[src/rtl/div_pkg.sv]
// Shared types and constants for the restoring divider controller and datapath.
package div_pkg;

  localparam int DIV_WIDTH = 8;
  localparam int DIV_CNT_W = $clog2(DIV_WIDTH + 1);

  typedef enum logic [2:0] {
    S_IDLE  = 3'd0,
    S_LOAD  = 3'd1,
    S_CHK0  = 3'd2,
    S_SHIFT = 3'd3,
    S_SUB   = 3'd4,
    S_TEST  = 3'd5,
    S_DONE  = 3'd6
  } div_state_e;

  function automatic logic state_is_busy(input div_state_e s);
    logic b;
    case (s)
      S_LOAD, S_CHK0, S_SHIFT, S_SUB, S_TEST: b = 1'b1;
      default:                                b = 1'b0;
    endcase
    return b;
  endfunction

endpackage

[src/rtl/restoring_div_ctrl.sv]
// Sequencer for an N-bit restoring divider: issues one datapath strobe per
// cycle, counts iterations, flags divide-by-zero and handles start/busy/done.
module restoring_div_ctrl
  import div_pkg::*;
#(
  parameter int WIDTH = DIV_WIDTH,
  parameter int CNT_W = DIV_CNT_W
) (
  input  logic             clk,
  input  logic             rst_n,
  input  logic             start,
  input  logic             divisor_zero,
  input  logic             a_msb,
  output logic             ld_inputs,
  output logic             clr_a,
  output logic             shift_aq,
  output logic             sub_en,
  output logic             restore,
  output logic             set_q0,
  output logic             busy,
  output logic             done,
  output logic             err_div0,
  output logic [CNT_W-1:0] iter_cnt
);

  div_state_e       state_q, state_d;
  logic [CNT_W-1:0] cnt_q, cnt_d;
  logic             done_q, done_d;
  logic             err_q, err_d;

  // State, iteration counter and registered status flags.
  always_ff @(posedge clk or negedge rst_n) begin
    if (!rst_n) begin
      state_q <= S_IDLE;
      cnt_q   <= {CNT_W{1'b0}};
      done_q  <= 1'b0;
      err_q   <= 1'b0;
    end else begin
      state_q <= state_d;
      cnt_q   <= cnt_d;
      done_q  <= done_d;
      err_q   <= err_d;
    end
  end

  // Next-state, counter and flag computation; start is only honoured when idle or done.
  always_comb begin
    state_d = S_IDLE;
    cnt_d   = cnt_q;
    err_d   = err_q;
    case (state_q)
      S_IDLE: begin
        cnt_d   = {CNT_W{1'b0}};
        err_d   = 1'b0;
        state_d = start ? S_LOAD : S_IDLE;
      end
      S_LOAD: begin
        cnt_d   = CNT_W'(WIDTH);
        err_d   = 1'b0;
        state_d = S_CHK0;
      end
      S_CHK0: begin
        if (divisor_zero) begin
          err_d   = 1'b1;
          state_d = S_DONE;
        end else begin
          err_d   = err_q;
          state_d = S_SHIFT;
        end
      end
      S_SHIFT: state_d = S_SUB;
      S_SUB:   state_d = S_TEST;
      S_TEST: begin
        // A zero count here cannot occur in normal flow; finish rather than wrap.
        if (cnt_q > CNT_W'(1)) begin
          cnt_d   = cnt_q - CNT_W'(1);
          state_d = S_SHIFT;
        end else begin
          cnt_d   = {CNT_W{1'b0}};
          state_d = S_DONE;
        end
      end
      S_DONE:  state_d = start ? S_LOAD : S_DONE;
      default: begin
        cnt_d   = {CNT_W{1'b0}};
        err_d   = 1'b0;
        state_d = S_IDLE;
      end
    endcase
    done_d = (state_d == S_DONE);
  end

  // Strobe decode from the state register; TEST picks restore or set_q0 from the sign of A.
  always_comb begin
    ld_inputs = 1'b0;
    clr_a     = 1'b0;
    shift_aq  = 1'b0;
    sub_en    = 1'b0;
    restore   = 1'b0;
    set_q0    = 1'b0;
    case (state_q)
      S_LOAD: begin
        ld_inputs = 1'b1;
        clr_a     = 1'b1;
      end
      S_SHIFT: shift_aq = 1'b1;
      S_SUB:   sub_en   = 1'b1;
      S_TEST: begin
        if (a_msb) begin
          restore = 1'b1;
        end else begin
          set_q0 = 1'b1;
        end
      end
      default: begin
        ld_inputs = 1'b0;
        clr_a     = 1'b0;
      end
    endcase
  end

  assign busy     = state_is_busy(state_q);
  assign done     = done_q;
  assign err_div0 = err_q;
  assign iter_cnt = cnt_q;

endmodule

[config.mk]
export PLATFORM = sky130hd
export DESIGN_NAME = restoring_div_ctrl
export DESIGN_NICKNAME = d
export VERILOG_FILES = /design/src/rtl/div_pkg.sv /design/src/rtl/restoring_div_ctrl.sv
export SDC_FILE = /design/constraint.sdc
export NUM_CORES = 1
export LEC_CHECK = 0
export BUFFER_PORTS_ARGS = -buffer_cell sky130_fd_sc_hd__buf_2
export CAP_MARGIN = 20
export CORE_MARGIN = 2
export CORE_UTILIZATION = 40
export DETAILED_ROUTE_END_ITERATION = 8
export PLACE_DENSITY = 0.62
export SKIP_CTS_REPAIR_TIMING = 1
export SLEW_MARGIN = 20
export SYNTH_ARGS = -nofsm -noshare
export SYNTH_HDL_FRONTEND = slang
export SYNTH_SLANG_ARGS = --single-unit
[constraint.sdc]
create_clock -name clk -period 3.5 [get_ports clk]
set_input_delay 0.175 -clock clk [delete_from_list [all_inputs] [get_ports clk]]
set_output_delay 0.175 -clock clk [all_outputs]
set_load 0.01 [all_outputs]
==> results.sh, run 1 <==
export IMPL_setup_viol=0
export IMPL_die_height_um=42.1
export IMPL_cp_slowest_cell="dfrtp_1"
export IMPL_drt_pass1_iterations=4
export IMPL_synth_seq_cells=9
export IMPL_cts_buffers=3
export IMPL_synthArstFlopShare=1.00
export IMPL_dieArea_sq_mm=0.00177
export IMPL_min_path_type="in2reg"
export IMPL_fin_skew_ns=0.00474
export IMPL_drt_iter0_drc=24
export IMPL_grtUsageTotal=0.164
export IMPL_wl_mm=1.27
export IMPL_crit_path_max_fanout=13
export IMPL_worstPathRequired_ns=3.32
export IMPL_slew_headroom=0.729
export IMPL_synth_area_top_cells="dfrtp_1 (39%), o21ai_0 (8.6%), inv_1 (4.5%)"
export IMPL_pwr_density_cell_mw_per_mm2=1000
export IMPL_ctsHtreeMaxLevel=1
export IMPL_power_mw=0.702
export IMPL_synth_area_leader_cell="dfrtp_1"
export IMPL_rows=13
export IMPL_clk_transition_reported_paths_ns=0.06
export IMPL_avgSynthCellArea_sq_um=7.95
export IMPL_dp_hpwl_um=938
export IMPL_irDropWorstVdd_mv=0.480
export IMPL_clk_insertion_delay_late_ns=0.26
export IMPL_cts_tree="done"
export IMPL_hold_viol_final=0
export IMPL_drive_gt1_frac=0.231
export IMPL_period_minus_slack_ns=1.65
export IMPL_whs_ns=0.276
export IMPL_antenna_cells=0
export IMPL_grt_first_pass_wirelength_mm=2.13
export IMPL_ys_flop_type="dfrtp_1"
export IMPL_worstSetupEndpointType="primary output"
export IMPL_ys_types=28
export IMPL_ys_seq_area_frac=0.388
export IMPL_core_sq_mm=0.00133
export IMPL_syn_to_final_growth_pct=20.5
export IMPL_nNetsFinal=99
export IMPL_startpoint_type="flip-flop"
export IMPL_fmax_mhz=608
export IMPL_root_buffer="clkbuf_4"
export IMPL_drc=0
export IMPL_synth_nets=80
export IMPL_yosys_warnings=0
export IMPL_critPathKind="reg2out"
export IMPL_yosysMostFrequentCell="o21ai_0"
export IMPL_wl_per_cell_um=12.0
export IMPL_fin_crit_sh=0.470
export IMPL_synth_top_area_frac=0.388
export IMPL_clockBufferDepth=2
export IMPL_crit_arrival_ns=1.47
export IMPL_cts_sinks=9
export IMPL_pin_count=18
export IMPL_netlist_area_sq_um=581
export IMPL_portBuffers=17
export IMPL_ant_nets=0
export IMPL_grt_pass1_vias=489
export IMPL_outcome="completed"
export IMPL_netlist_instances=73
export IMPL_grt_max_degree=17
export IMPL_fin_setup_tns_ns=0
export IMPL_cp_top_family="flip-flops"
export IMPL_worst_pin_slew_ns=0.406
export IMPL_antenna_found_initial=0
export IMPL_grt_setup_unrepaired="false"
export IMPL_gp_congestion=0.836
export IMPL_power_leakage_nw=0.364
export IMPL_overflow=0
export IMPL_drv_slew=0
export IMPL_via_count=573
export IMPL_path_buf_inv=1
export IMPL_maxCapViolations=0
export IMPL_synth_commonest_cells="o21ai_0 (10), dfrtp_1 (9), inv_1 (7), nand2_1 (7)"
export IMPL_cp_cell_sequence="nor2b_1 -> and2_1 -> buf_2"
export IMPL_vias_per_cell=5.41
export IMPL_die_x_um=42.1
export IMPL_initial_utilization=0.435
export IMPL_synth_edf_count=0
export IMPL_crit_path_max_incr_delay_ns=0.57
==> where the power goes <==
group          internal [mW]  total, mW  switching (mW)
logic                  0.169      0.386           0.217
clock network         0.0438     0.0784          0.0346
registers              0.151      0.237          0.0859
==> final timing paths <==
check,startpoint,to,slack [ns],cells past startpoint
setup / recovery,state_q[1],shift_aq,1.85,3
setup reg to reg,iter_cnt[0],iter_cnt[0],1.96,6
min in group asynchronous,rst_n,iter_cnt[2],0.29,2
hold reg to reg,iter_cnt[1],iter_cnt[1],0.59,2
hold / removal,divisor_zero,done,0.28,3
max in group asynchronous,rst_n,err_div0,3.02,2
==> area by class of cell <==
cell class / count / area, sq um
Sequential cell: 9 / 225
Multi-Input combinational cell: 53 / 308
Fill cell: 128 / 634
Inverter: 7 / 26.3
Tap cell: 15 / 18.8
Clock buffer: 4 / 26.3
Timing Repair Buffer: 18 / 95.1
==> sequential cells by signal, indices dropped and copies added (netlist names) <==
register  flops
done          1
err_div0      1
iter_cnt      4
state_q       3
==> cell families (layout without fill, tap and decap cells) <==
logic type | count (synthesis) | count (layout) | synth area share
AOI/OAI and AO/OA | 22 | 22 | 0.222
and+or+nand+nor | 29 | 29 | 0.265
DFF | 9 | 9 | 0.388
buffers and inverters | 11 | 29 | 0.0819
adders and majority gates | 2 | 2 | 0.0431
==> per-stage QoR <==
| step | worst slack [ns] | utilization | cell area, sq um | std cells |
|---|---|---|---|---|
| floorplan | 2.04 | - | 581 | 73 |
| global placement | 1.96 | 0.497 | 663 | 101 |
| detailed placement | 1.96 | 0.497 | 663 | 101 |
| CTS | 1.86 | 0.517 | 689 | 105 |
| global route | 1.72 | 0.524 | 699 | 106 |
| finish | 1.85 | 0.524 | 699 | 106 |
==> cells in the final DEF, fill, tap and decap left out <==
| cell | instances |
|---|---|
| buf_2 | 17 |
| o21ai_0 | 10 |
| dfrtp_1 | 9 |
| inv_1 | 7 |
| nand2_1 | 7 |
| nor2_1 | 4 |
| a21oi_1 | 4 |
| nor3_1 | 3 |
| nor2b_1 | 3 |
| clkbuf_4 | 3 |
| and2_1 | 2 |
| a21o_1 | 2 |
| o22ai_1 | 2 |
| nand3_1 | 2 |
| ha_1 | 2 |
| nand2b_1 | 1 |
| or2_2 | 1 |
| a221oi_1 | 1 |
| or2_1 | 1 |
| a222oi_1 | 1 |
| and3_1 | 1 |
| nand3b_1 | 1 |
| o31ai_1 | 1 |
| o21ai_1 | 1 |
| nor4b_1 | 1 |
| nand4_1 | 1 |
| or3b_1 | 1 |
| clkbuf_1 | 1 |
| dlygate4sd3_1 | 1 |
==> metal layers <==
metal / track usage / share of wire / wire length [um]
met1: 0.210 / 0.44 / 559
met2: 0.231 / 0.47 / 604
met3: 0.0776 / 0.078 / 99
met4: 0.0750 / 0.0063 / 8
met5: 0 / 0 / 0
==> tightest hold or removal path, delay by kind of cell <==
kind                   cells  cell delay, ns
AOI/OAI and AO/OA          2            0.20
buffers and inverters      1            0.11
Power figures use the tool's default switching activity.
==> run 2: changes to the inputs <==
- PLACE_DENSITY: 0.62 -> 0.64
- clock period: 3.5 -> 1.5 ns (I/O delays scaled with it)
==> run 2 against run 1 <==
Compared with the run above: cell area rose by 15%; critical path depth grew 3; largest power group unchanged; worst setup slack worse by 1.8 ns; count of clock-buffer cells in the layout unchanged; power rose to 2.9 times the previous value; utilization is 8.0 points higher.
==> results.sh, run 2 (same netlist as run 1, synthesis figures left out) <==
export IMPL_fmax_mhz=688
export IMPL_outcome="completed"
export IMPL_grt_max_degree=10
export IMPL_power_leakage_nw=0.415
export IMPL_cp_slowest_cell="dfrtp_1"
export IMPL_min_path_type="in2reg"
export IMPL_p_int_mw=1.09
export IMPL_pwr_density_cell_mw_per_mm2=2520
export IMPL_initial_utilization=0.435
export IMPL_dieArea_sq_mm=0.00177
export IMPL_rows=13
export IMPL_critPathKind="reg2reg"
export IMPL_switching_share=0.462
export IMPL_fill_cells=118
export IMPL_hold_viol_final=0
export IMPL_crit_arrival_ns=1.59
export IMPL_fin_crit_sh=0.969
export IMPL_die_height_um=42.1
export IMPL_cp_top_family="simple AND/OR/NAND/NOR gates"
export IMPL_die_x_um=42.1
export IMPL_clockBufferDepth=2
export IMPL_overflow=0
export IMPL_cts_tree="done"
export IMPL_clk_transition_reported_paths_ns=0.06
export IMPL_pin_count=18
export IMPL_comb_power_share=0.667
export IMPL_nNetsFinal=107
export IMPL_drt_pass1_iterations=4
export IMPL_fin_skew_ns=0.00424
export IMPL_irDropWorstVdd_mv=1.14
export IMPL_drt_iter0_drc=17
export IMPL_final_common_cell="buf_2"
export IMPL_timing_final_ws_setup_ns=0.0461
export IMPL_crit_path_max_incr_delay_ns=0.40
export IMPL_ctsHtreeMaxLevel=1
export IMPL_switchingPower_mw=0.936
export IMPL_antenna_cells=0
export IMPL_drive_gt1_frac=0.404
export IMPL_portBuffers=17
export IMPL_drc=0
export IMPL_cts_sinks=9
export IMPL_worst_pin_slew_ns=0.268
export IMPL_crit_path_max_fanout=3
export IMPL_startpoint_type="flip-flop"
export IMPL_worst_r2r_setup_slack_ns=0.05
export IMPL_cts_buffers=3
export IMPL_wl_per_cell_um=12.8
export IMPL_wl_mm=1.46
export IMPL_antenna_found_initial=0
export IMPL_place_ws_ns=-0.0194
export IMPL_period_minus_slack_ns=1.45
export IMPL_power_share_sequential=0.244
export IMPL_gp_congestion=0.819
export IMPL_ant_nets=0
export IMPL_grtUsageTotal=0.152
export IMPL_root_buffer="clkbuf_4"
export IMPL_layout_common_cells="buf_2 (17), o21ai_0 (9), buf_4 (8), dfrtp_1 (7), nand2_1 (6)"
export IMPL_largest_reg_flops=4
export IMPL_worstPathRequired_ns=1.64
export IMPL_worstSetupEndpointType="flip-flop"
export IMPL_via_count=623
export IMPL_core_sq_mm=0.00133
export IMPL_grt_first_pass_wirelength_mm=2.06
export IMPL_maxCapViolations=0
export IMPL_clkPwrFrac=0.089
export IMPL_grt_pass1_vias=499
export IMPL_power_mw=2.03
export IMPL_vias_per_cell=5.46
export IMPL_slew_headroom=0.821
export IMPL_path_buf_inv=1
export IMPL_cp_cell_sequence="inv_2 -> ha_1 -> or2_4 -> nand2_2 -> nor4b_4 -> or3b_1"
export IMPL_drv_slew=0
export IMPL_dp_hpwl_um=996
export IMPL_setup_viol=0
export IMPL_syn_to_final_growth_pct=38.8
export IMPL_clk_insertion_delay_late_ns=0.26
-- run 2: tightest hold or removal path: stages --
cell and delay, ns:
buf_2 0.11, a21oi_1 0.08, o22ai_1 0.12
-- run 2: area by class of cell --
class | instances | area, sq um | area share
multi-input combinational | 53 | 352 | 0.436
sequential | 9 | 228 | 0.283
timing repair buffer | 26 | 155 | 0.193
clock buffer | 4 | 26.3 | 0.0326
inverter | 7 | 26.3 | 0.0326
tap | 15 | 18.8 | 0.0233
-- run 2: path summary, 6_finish.rpt --
kind,startpoint,endpoint,cells past startpoint
max,iter_cnt[1],iter_cnt[3],6
min,divisor_zero,done,3
max reg2reg,iter_cnt[1],iter_cnt[3],6
min reg2reg,state_q[0],state_q[0],1
max in group asynchronous,rst_n,state_q[0],2
min in group asynchronous,rst_n,iter_cnt[2],2
-- run 2: power groups by stage --
stage	Sequential (mW)	Clock (mW)	Combinational, mW
floorplan	0.473	0	0.720
CTS	0.483	0.186	1.08
finish	0.496	0.180	1.35
global route	0.510	0.201	1.51
detailed placement	0.487	0	1.08
global placement	0.485	0	1.07
-- run 2: stage by stage --
stage	TNS (ns)	util	hold slack [ns]	instance area [sq um]	instances
after global placement	0	0.531	-0.0641	708	107
final	0	0.604	0.179	806	114
after global routing	-0.0120	0.604	0.187	806	114
after detailed placement	-0.0260	0.531	-0.0650	708	107
after floorplan	0	-	-0.221	581	73
after CTS	-0.0596	0.551	-0.346	734	111
-- run 2: per-layer routing --
metal / wire length (um) / vias to the layer above / global-route usage
li1: - / 307 / -
met1: 674 / 302 / 0.195
met2: 690 / 14 / 0.219
met3: 93 / 0 / 0.0776
met4: 0 / 0 / 0.0563
met5: 0 / - / 0
